**src/rtl/l1_l2_port_arbiter.sv**
```systemverilog
// l1_l2_port_arbiter
//   Shares the single L1->L2 refill/writeback port between the IL1 miss path
//   and the DL1 miss/writeback path. One transaction is in flight at a time:
//   IDLE (arbitrate) -> ISSUE (l2_req held until l2_ack) -> WAIT (until
//   l2_done, watchdog running) -> RESP (1-cycle done pulse to the owner).
//   New grants are held off while L2 back-invalidation (inv_busy) is active.
//
//   Build option: L1ARB_DL1_PRIORITY_EN
//     defined   -> DL1 always wins when both sides request
//     undefined -> round-robin; IL1 wins the first tie after reset
//
// Ports
//   clk_l1      L1 clock, all state on posedge
//   rst         synchronous reset, active-high
//   il1_req     IL1 refill request (level, held until il1_done)
//   il1_addr    IL1 miss address
//   il1_done    1-cycle pulse, IL1 transaction complete
//   dl1_req     DL1 request (level, held until dl1_done)
//   dl1_we      DL1 qualifier: 1 = writeback, 0 = refill
//   dl1_addr    DL1 address
//   dl1_done    1-cycle pulse, DL1 transaction complete
//   inv_busy    L2 back-invalidation active; blocks new grants only
//   l2_req      request to L2, held until l2_ack
//   l2_we       write/read qualifier for l2_req
//   l2_addr     line-aligned request address
//   l2_src      owner of current transaction: 0 = IL1, 1 = DL1
//   l2_ack      L2 accepted request (only looked at in ISSUE)
//   l2_done     L2 finished transaction (only looked at in WAIT)
//   l2_timeout  sticky hang flag, cleared only by rst
module l1_l2_port_arbiter #(
   parameter int ADDR_W   = 32,
   parameter int LINE_OFF = 4,
   parameter int TIMEOUT  = 255
) (
   input  logic              clk_l1,
   input  logic              rst,
   input  logic              il1_req,
   input  logic [ADDR_W-1:0] il1_addr,
   output logic              il1_done,
   input  logic              dl1_req,
   input  logic              dl1_we,
   input  logic [ADDR_W-1:0] dl1_addr,
   output logic              dl1_done,
   input  logic              inv_busy,
   output logic              l2_req,
   output logic              l2_we,
   output logic [ADDR_W-1:0] l2_addr,
   output logic              l2_src,
   input  logic              l2_ack,
   input  logic              l2_done,
   output logic              l2_timeout
);

   localparam int WD_W = (TIMEOUT < 2) ? 1 : $clog2(TIMEOUT + 1);
   localparam logic [ADDR_W-1:0] OFF_MASK = ADDR_W'((64'd1 << LINE_OFF) - 64'd1);

   typedef enum logic [1:0] {S_IDLE, S_ISSUE, S_WAIT, S_RESP} state_t;

   state_t            state, state_nx;
   logic              src_q;     // 0 = IL1, 1 = DL1
   logic              we_q;
   logic [ADDR_W-1:0] addr_q;
   logic              rr_last;   // side granted most recently
   logic [WD_W-1:0]   wd_q;
   logic              tout_q;
   logic              grant;
   logic              win_dl1;
   logic [ADDR_W-1:0] win_addr;

   // Winner among the asserted requests; only consumed when grant is high.
   always_comb begin
      win_dl1 = dl1_req;
      if (il1_req && dl1_req) begin
`ifdef L1ARB_DL1_PRIORITY_EN
         win_dl1 = 1'b1;
`else
         win_dl1 = ~rr_last;
`endif
      end
      win_addr = win_dl1 ? dl1_addr : il1_addr;
   end

   assign grant = (state == S_IDLE) && !inv_busy && (il1_req || dl1_req);

   always_comb begin
      state_nx = state;
      case (state)
         S_IDLE:  if (grant)   state_nx = S_ISSUE;
         // a same-cycle l2_done here is deliberately ignored
         S_ISSUE: if (l2_ack)  state_nx = S_WAIT;
         S_WAIT:  if (l2_done) state_nx = S_RESP;
         S_RESP:               state_nx = S_IDLE;
         default:              state_nx = S_IDLE;
      endcase
   end

   always_ff @(posedge clk_l1) begin
      if (rst) begin
         state   <= S_IDLE;
         src_q   <= 1'b0;
         we_q    <= 1'b0;
         addr_q  <= '0;
         rr_last <= 1'b1;   // DL1, so IL1 wins the first tie
         wd_q    <= '0;
         tout_q  <= 1'b0;
      end else begin
         state <= state_nx;
         // request fields are captured once at grant and never re-sampled
         if (grant) begin
            src_q  <= win_dl1;
            we_q   <= win_dl1 & dl1_we;
            addr_q <= win_addr & ~OFF_MASK;
         end
         if (state == S_RESP) rr_last <= src_q;
         // watchdog only runs while waiting for l2_done; it parks at
         // TIMEOUT once the flag is raised so it cannot wrap
         if (state == S_WAIT) begin
            if (l2_done)
               wd_q <= '0;
            else if (wd_q == WD_W'(TIMEOUT))
               tout_q <= 1'b1;
            else
               wd_q <= wd_q + 1'b1;
         end
      end
   end

   assign l2_req     = (state == S_ISSUE);
   assign l2_we      = we_q;
   assign l2_addr    = addr_q;
   assign l2_src     = src_q;
   assign il1_done   = (state == S_RESP) && !src_q;
   assign dl1_done   = (state == S_RESP) &&  src_q;
   assign l2_timeout = tout_q;

endmodule

```
**config.mk**
```make
export PLATFORM = sky130hd
export DESIGN_NAME = l1_l2_port_arbiter
export DESIGN_NICKNAME = d
export VERILOG_FILES = /design/src/rtl/l1_l2_port_arbiter.sv
export SDC_FILE = /design/constraint.sdc
export NUM_CORES = 1
export LEC_CHECK = 0
export ABC_AREA = 0
export ABC_CLOCK_PERIOD_IN_PS = 3100
export BUFFER_PORTS_ARGS = -buffer_cell sky130_fd_sc_hd__buf_2
export CELL_PAD_IN_SITES_DETAIL_PLACEMENT = 0
export CELL_PAD_IN_SITES_GLOBAL_PLACEMENT = 1
export CORE_MARGIN = 3
export CORE_UTILIZATION = 34
export CTS_CLUSTER_SIZE = 28
export DETAILED_ROUTE_END_ITERATION = 7
export PLACE_DENSITY = 0.86
export SLEW_MARGIN = 20
export SYNTH_ARGS = -nofsm -noshare
export SYNTH_HDL_FRONTEND = slang
export SYNTH_SLANG_ARGS = --single-unit
```
**constraint.sdc**
```tcl
create_clock -name clk_l1 -period 3.1 [get_ports clk_l1]
set_input_delay 0.62 -clock clk_l1 [delete_from_list [all_inputs] [get_ports clk_l1]]
set_output_delay 0.62 -clock clk_l1 [all_outputs]
set_load 0.02 [all_outputs]
```
==> results.sh <==
export IMPL_drt_iter0_drc=78
export IMPL_overflow=0
export IMPL_dp_hpwl_mm=3.52
export IMPL_cpPeakStageDelay_ns=0.39
export IMPL_drt_pass1_iter_count=4
export IMPL_p_int_w=0.00112
export IMPL_worst_pin_slew_ns=0.766
export IMPL_synth_seq_cells=42
export IMPL_grt_max_degree=60
export IMPL_via_per_inst=4.80
export IMPL_grt_util_all_layers_pct=13.7
export IMPL_nNetsFinal=388
export IMPL_ant_nets=0
export IMPL_p_leak_nw=1.19
export IMPL_start_util_pct=35.8
export IMPL_finalHoldViolations=0
export IMPL_timing_worst_setup_path_type="reg2out"
export IMPL_drv_cap=0
export IMPL_grt_pass1_vias=1718
export IMPL_slowest_stage="dfxtp_1"
export IMPL_ys_seq_area_share_pct=41.6
export IMPL_cts_sinks=42
export IMPL_final_max_slew_viol_count=0
export IMPL_die_w_um=83.1
export IMPL_dieArea_mm2=0.00691
export IMPL_numCtsBuffers=5
export IMPL_rows=27
export IMPL_yosys_area_top_type="dfxtp_1"
export IMPL_irDropWorstVdd_uv=295
export IMPL_htreeDepth=2
export IMPL_fillers=547
export IMPL_syn_to_final_growth_pct=30.7
export IMPL_start_kind="flop"
export IMPL_yosysWarnings=0
export IMPL_combinationalPowerShare_pct=35.2
export IMPL_crit_family="flip-flops"
export IMPL_antenna_found_initial=0
export IMPL_yosys_top_cells_area="dfxtp_1 42%, mux2i_1 15%, a211oi_1 11%"
export IMPL_clk_pin_slew_worst_paths_ns=0.08
export IMPL_place_gp_congestion=0.754
export IMPL_avgSynthCellArea_um2=9.27
export IMPL_path_cells="ha_1 > inv_1 > nor2_1 > buf_2"
export IMPL_vias=1837
export IMPL_cp_max_fo=4
export IMPL_r2r_setup_slack_ns=1.36
export IMPL_period_needed_ns=1.82
export IMPL_worstPathRequired_ns=2.48
export IMPL_swShare_pct=35.6
export IMPL_core_mm2=0.00564
export IMPL_min_period_over_period_pct=58.8
export IMPL_ios=110
export IMPL_ctsResizeCount=0
export IMPL_rsz0062_at_grt="false"
export IMPL_drc=0
export IMPL_synth_edf_count=0
export IMPL_netlist_area_mm2=0.00202
export IMPL_hp_class="reg2reg"
export IMPL_powerDensity_mw_per_mm2=656
export IMPL_setup_tns_ns=0
export IMPL_clkPwrFrac_pct=25.0
export IMPL_setup_viol=0
export IMPL_stdcell_count=383
export IMPL_die_y_um=83.1
export IMPL_wl_per_cell_um=12.5
export IMPL_switching_power_w=0.000616
export IMPL_cts_setup_buffers=0
export IMPL_max_freq_mhz=549
export IMPL_critPathBufInv=2
export IMPL_drive_gt1_share_pct=35.0
export IMPL_arrival_ns=1.20
export IMPL_clk_latency_ns=0.30
export IMPL_num_antenna_cells=0
export IMPL_dpl_cell_count=375
export IMPL_seq_power_share_pct=39.9
export IMPL_worst_clock_skew_ns=0.00596
export IMPL_grt_pass1_wl_mm=7.89
export IMPL_yosysUniqueCellTypes=35
export IMPL_ctsRootBufferMaster="clkbuf_8"
export IMPL_outcome="finished clean"
export IMPL_synthFlopType="dfxtp_1"
export IMPL_async_flop_share_pct=0
export IMPL_cts_tree="yes"
export IMPL_syn_inst=218
export IMPL_cts_buffer_depth=2
export IMPL_port_buffers=97
export IMPL_wl_mm=4.77
export IMPL_slew_limit_headroom_pct=48.9
export IMPL_critPathCaptureType="primary output"
export IMPL_cts_hold_buf=0
export IMPL_yosysTopAreaCellShare_pct=41.6
==> per-layer routing <==
layer / share of wire (%) / global-route usage (%)
met2: 44 / 21.9
met5: 0 / 0
met3: 9.9 / 4.86
met4: 1.7 / 5.35
met1: 45 / 16.9
==> worst reg2reg max path, stage by stage (launching register included) <==
cell     delay, ns
dfxtp_1       0.34
inv_1         0.14
ha_1          0.18
nor3b_4       0.16
buf_4         0.47
mux2i_1       0.27
nor2_1        0.05
==> final timing paths <==
| check | end | from | cells after the start |
|---|---|---|---|
| setup / recovery | il1_done | state[1] | 4 |
| hold / removal | l2_timeout | l2_timeout | 2 |
| setup reg to reg | l2_src | state[0] | 6 |
| hold reg to reg | l2_timeout | l2_timeout | 2 |
==> cells in the mapped netlist, types with 4 or more instances <==
master and count:
a211oi_1 30, a21oi_1 5, a31oi_1 4, buf_4 9, clkbuf_1 4, dfxtp_1 42, ha_1 6, inv_1 6
mux2i_1 31, nand2_1 4, nor2_1 40
==> logic make-up (layout without fill, tap and decap cells) <==
group	Yosys count	in the layout	synth area share [%]
compound gates	52	52	18.4
fa+ha+maj	6	6	3.71
buf+inv	24	114	6.68
flops	42	42	41.6
mux	31	31	15.3
other cells	1	4	0.185
simple gates	62	62	14.0
==> state kept, by name, summed over array words and instances (netlist names) <==
register    flops
l2_timeout      1
rr_last         1
l2_addr        28
l2_src          1
state           2
wd_q            8
l2_we           1
==> area by class of cell <==
cell class | instances | area (um2) | area share (%)
Multi-Input combinational cell | 155 | 1070 | 40.5
Clock inverter | 2 | 37.5 | 1.42
Clock buffer | 6 | 72.6 | 2.75
Sequential cell | 42 | 841 | 31.8
Tap cell | 72 | 90.1 | 3.41
Timing Repair Buffer | 100 | 508 | 19.2
Inverter | 6 | 22.5 | 0.852
==> through the flow <==
step           area, um2  hold WS (ns)  utilization [%]  setup slack (ns)  power, W
4_1_cts             2640         0.480             46.8              1.25   0.00176
2_1_floorplan       2030         0.458                -              1.60   0.00114
3_3_place_gp        2530         0.443             44.9              1.02   0.00131
6_report            2640         0.475             46.8              1.28   0.00173
3_5_place_dp        2530         0.458             44.9             0.990   0.00132
5_1_grt             2640         0.501             46.8              1.16   0.00186
==> power groups by stage <==
stage               logic, W  clock network (W)  registers [W]
floorplan           0.000346                  0       0.000797
global placement    0.000609                  0       0.000699
detailed placement  0.000618                  0       0.000703
CTS                 0.000620           0.000451       0.000691
global route        0.000682           0.000469       0.000706
finish              0.000609           0.000433       0.000690
==> cell usage in the layout (no fill, tap or decap), types with 2 or more instances in the layout <==
| cell type | Yosys | routed |
|---|---|---|
| a31oi_1 | 4 | 4 |
| nor2_1 | 40 | 40 |
| o21ai_0 | 3 | 3 |
| conb_1 | 1 | 4 |
| a211oi_1 | 30 | 30 |
| buf_2 | 3 | 97 |
| o21bai_1 | 2 | 2 |
| dfxtp_1 | 42 | 42 |
| mux2i_1 | 31 | 31 |
| nor3_1 | 2 | 2 |
| inv_1 | 6 | 6 |
| nor2b_1 | 2 | 2 |
| nand2_1 | 4 | 4 |
| ha_1 | 6 | 6 |
| clkbuf_8 | 0 | 5 |
| buf_4 | 9 | 3 |
| nand3_1 | 3 | 3 |
| a21oi_1 | 5 | 5 |
| nand2b_1 | 3 | 3 |
| nand4_1 | 2 | 2 |
No activity file was read; power rests on OpenSTA's default activity.
